## src/rtl/parity_checker_rx.sv

```systemverilog
// rtl/parity_checker_rx.sv - serial frame receiver with parity check and one-deep output register
// Optional error counter: define PARITY_CHECKER_ERRCNT_EN to add err_count.
module parity_checker_rx #(
  parameter int DATA_W = 3,
  parameter bit ODD    = 1'b0
) (
  input  logic              clk,
  input  logic              rst,
  input  logic              bit_in,
  input  logic              bit_valid,
  output logic [DATA_W-1:0] data_out,
  output logic              parity_err,
  output logic              out_valid,
  input  logic              out_ready,
  output logic              busy,
`ifdef PARITY_CHECKER_ERRCNT_EN
  output logic [7:0]        err_count,
`endif
  output logic              overflow
);

  localparam int CW = $clog2(DATA_W + 1);
  localparam logic [CW-1:0] LAST = CW'(DATA_W);
  localparam logic [CW-1:0] ONE  = CW'(1);

  typedef enum logic [1:0] {IDLE, DATA, PAR} state_t;

  state_t            state;
  logic [DATA_W-1:0] shreg;
  logic [CW-1:0]     cnt;
  logic              run_par;
  logic              frame_done;
  logic              err_next;

  assign frame_done = (state == PAR) && bit_valid;
  assign err_next   = run_par ^ bit_in ^ ODD;

  always_ff @(posedge clk or posedge rst) begin
    if (rst) begin
      state      <= IDLE;
      shreg      <= '0;
      cnt        <= '0;
      run_par    <= 1'b0;
      busy       <= 1'b0;
      data_out   <= '0;
      parity_err <= 1'b0;
      out_valid  <= 1'b0;
      overflow   <= 1'b0;
`ifdef PARITY_CHECKER_ERRCNT_EN
      err_count  <= 8'd0;
`endif
    end else begin
      case (state)
        IDLE: if (bit_valid) begin
          shreg   <= {{(DATA_W-1){1'b0}}, bit_in};
          run_par <= bit_in;
          cnt     <= ONE;
          busy    <= 1'b1;
          state   <= DATA;
        end
        DATA: if (bit_valid) begin
          shreg   <= {shreg[DATA_W-2:0], bit_in};
          run_par <= run_par ^ bit_in;
          cnt     <= cnt + ONE;
          if (cnt + ONE == LAST) state <= PAR;
        end
        PAR: if (bit_valid) begin
          cnt     <= '0;
          run_par <= 1'b0;
          busy    <= 1'b0;
          state   <= IDLE;
        end
        default: state <= IDLE;
      endcase

      // A completed frame only lands if the register is empty or draining this edge.
      if (frame_done) begin
        if (!out_valid || out_ready) begin
          data_out   <= shreg;
          parity_err <= err_next;
          out_valid  <= 1'b1;
        end else begin
          overflow   <= 1'b1;
        end
      end else if (out_valid && out_ready) begin
        out_valid <= 1'b0;
      end

`ifdef PARITY_CHECKER_ERRCNT_EN
      if (frame_done && err_next && (err_count != 8'hFF))
        err_count <= err_count + 8'd1;
`endif
    end
  end

endmodule

```

## config.mk

```make
export PLATFORM = sky130hd
export DESIGN_NAME = parity_checker_rx
export DESIGN_NICKNAME = d
export VERILOG_FILES = /design/src/rtl/parity_checker_rx.sv
export SDC_FILE = /design/constraint.sdc
export NUM_CORES = 1
export LEC_CHECK = 0
export BUFFER_PORTS_ARGS = -buffer_cell sky130_fd_sc_hd__buf_2
export CORE_UTILIZATION = 57
export CTS_CLUSTER_SIZE = 25
export DETAILED_ROUTE_END_ITERATION = 8
export PLACE_DENSITY = 0.78
export SLEW_MARGIN = 20
export SYNTH_ARGS = -nofsm -noshare
export SYNTH_HDL_FRONTEND = slang
export SYNTH_SLANG_ARGS = --single-unit
```

## constraint.sdc

```tcl
create_clock -name clk -period 2.5 [get_ports clk]
set_input_delay 0.125 -clock clk [delete_from_list [all_inputs] [get_ports clk]]
set_output_delay 0.125 -clock clk [all_outputs]
set_load 0.05 [all_outputs]
```

==> results.md <==
* Status: completed
* Clock skew at 5.14 ps
* Worst r2r dst: shreg[0]
* CP required at ~2700 ps
* Port bufs at 11
* Largest net degree at the start of global routing at 16
* Syn Area/Cell at around 12 um^2
* Total Wirelength at 1250 um
* Crit Reg-Reg Startpoint: state[0]
* HP Start: bit_in
* Leakage at between 0.0004 and 0.0005 uW
* Routed wire per std cell at about 13 um
* CTS Root Cell: clkbuf_4
* Drt pass-1 iters at 4
* CTS Hold Buffers Added at 1
* Clock Sinks at 15
* Period minus WS final at about 1800 ps
* Fraction of registers with async set/reset at 100%
* Clk slew on worst S/H paths at roughly 90 ps
* Hold Crit Endpoint: shreg[0]
* Leading area contributor after synthesis: dfrtp_1
* Mapped Cells at 66
* Slew Limit Fails at 0
* Worst Reg-to-Reg Cells at 4
* Global route total overflow at 0
* TritonCTS Buffers at 3
* CTS tree: yes
* Number of global-route vias before repair at ~440
* CP Class: reg -> reg
* Post-route non-filler standard cell count at 97
* Worst Tran Pin Value at approximately 560 ps
* Final Hold Viols at 0
* Antenna viol nets, final at 0
* DR iter-0 viols at 10
* Dpl cells at 92
* Worst R2R Setup Slack at between 700 and 800 ps
* Post-synthesis net count at 79
* # DRC at 0
* Post-Syn Area at ~800 um^2
* Flops & latches, synth at 15
* Vias at 501
* Final setup viols at 0
* Max Freq at between 500 and 600 MHz
* Synth top area share at 47.6%
* Fraction of layout cells with a size suffix above 1 at 34.1%
* Post-CTS setup buffers at 0
* Total Negative Setup Slacks at 0 ps
* Area Growth Syn to Fin at 14.1%
* Core area at between 0.001 and 0.0015 mm^2
* Top FF cell, synth: dfrtp_1
* Leading post-synthesis cells by cell area: dfrtp_1, ha_1, mux2_2
* Crit Path Max Fanout at 5
* Ports at 12
* CP arrival at a little under 2000 ps
* DIE WIDTH at ~39 um
* Initial Utilization at 60.6%
* Syn. warnings at 0
* Initial antenna violation count at 0
* HPWL Detailed at slightly above 900 um
* Htree depth at 1
* Gpl congestion at around 0.75
* Standard-cell rows at 13
* Final period utilization at ~71%
* Register area share after synthesis at a little under half
* Top post-synthesis cells by count: dfrtp_1, ha_1, nand2_1, mux2_2
* Clock Latency Late Sink at around 290 ps
* Die H at between 30 and 40 um
* Die ar. at between 0.0015 and 0.002 mm^2
* Fill count at about 110
* Sequential Area at roughly 380 um^2
* Min-delay worst type: in -> reg
* CP startpoint kind: register
* Resized cells post-CTS at 0
* Via density at 5.16
* All-Layer GR Usage at approximately 20%
* Most numerous cell in the Yosys netlist: dfrtp_1
* PD cells at between 1000 and 1500 mW/mm^2
* Max Cap Viol at 0
* Final Total Pwr at 1200 uW
* Global-route wire length before repair at 1930 um
* Peak VDD IR at 0.658 mV
* Hold Path Cell Cnt at 2
* ANT cells at 0
* Post-synth EDFFs at 0
* Final #Nets at between 90 and 100
* Worst rel slew slack at a little over three fifths
* RSZ-0062 raised after global routing: no
* Clk buf depth at 2
* Unique masters post-synth at 20
* Multi-input logic area at 394 um^2
* CP Capture Type: register
==> per-stage QoR <==
| stage | area [um^2] | util, % | hold slack (ps) | worst slack [ps] |
|---|---|---|---|---|
| floorplan | 788 | - | 26.5 | 928 |
| global placement | 862 | 66.3 | 202 | 783 |
| detailed placement | 862 | 66.3 | 200 | 751 |
| CTS | 900 | 69.1 | 120 | 722 |
| global route | 900 | 69.1 | 128 | 627 |
| finish | 900 | 69.1 | 134 | 728 |
==> cells in the final DEF (no fill, tap or decap) <==
master	instances
dfrtp_1	15
buf_2	11
nand2_1	8
ha_1	8
mux2_2	7
o21ai_0	5
inv_1	5
clkbuf_4	3
mux2i_1	2
nor2b_1	2
mux2_4	2
o21bai_1	2
nor3_2	1
a211o_2	1
nand2b_1	1
xor2_1	1
and2b_1	1
nor2b_2	1
o221a_2	1
nor3b_1	1
a211o_1	1
nor2_1	1
clkinv_2	1
dlygate4sd3_1	1
==> worst max-delay path, stage by stage (launching register included) <==
cell and delay [ps]:
dfrtp_1 450, inv_1 130, ha_1 280, o21ai_0 420, mux2_2 390
==> power breakdown <==
group          switching, uW  leakage (uW)  internal (uW)  total [uW]
logic                    393      0.000269            263         656
clock network           79.3     0.0000177           59.6         139
registers               66.9      0.000189            342         409
==> worst max-delay path by stage <==
stage	endpoint	from	cells past startpoint	slack (ps)
finish	shreg[0]	state[0]	4	730
detailed placement	shreg[0]	state[0]	4	750
global route	shreg[0]	state[0]	4	630
global placement	shreg[0]	state[0]	4	780
CTS	shreg[0]	state[0]	4	720
floorplan	state[0]	state[1]	5	930
==> flip-flops by register name, indices dropped and copies added (netlist names) <==
signal,flops
busy,1
overflow,1
run_par,1
cnt,2
data_out,3
shreg,3
state,2
out_valid,1
parity_err,1
==> layer usage <==
metal | part of all wire (%) | vias to the layer above | track usage [%]
met4 | 2.2 | 0 | 10.3
met1 | 50 | 228 | 24.0
met3 | 4.1 | 5 | 10.4
li1 | - | 257 | -
met2 | 44 | 11 | 30.4
met5 | 0 | - | 0
==> logic make-up (layout without fill, tap and decap cells) <==
family / count (synthesis) / count (layout) / share of synthesized area (%)
adders and majority gates: 8 / 8 / 12.7
AOI/OAI and AO/OA: 10 / 10 / 8.89
buffers and inverters: 5 / 21 / 2.38
and+or+nand+nor: 16 / 16 / 11.0
xor gates and xnor gates: 1 / 1 / 1.11
DFF: 15 / 15 / 47.6
muxes: 11 / 11 / 16.4
==> layout make-up <==
cell class                 instances  share of cell area, %
timing repair buffer              12                   7.23
clock inverter                     1                  0.556
clock buffer                       3                   2.50
sequential                        15                   41.7
inverter                           5                   2.09
multi-input combinational         46                   43.8
tap                               15                   2.09
No activity file was read; power rests on OpenSTA's default activity.
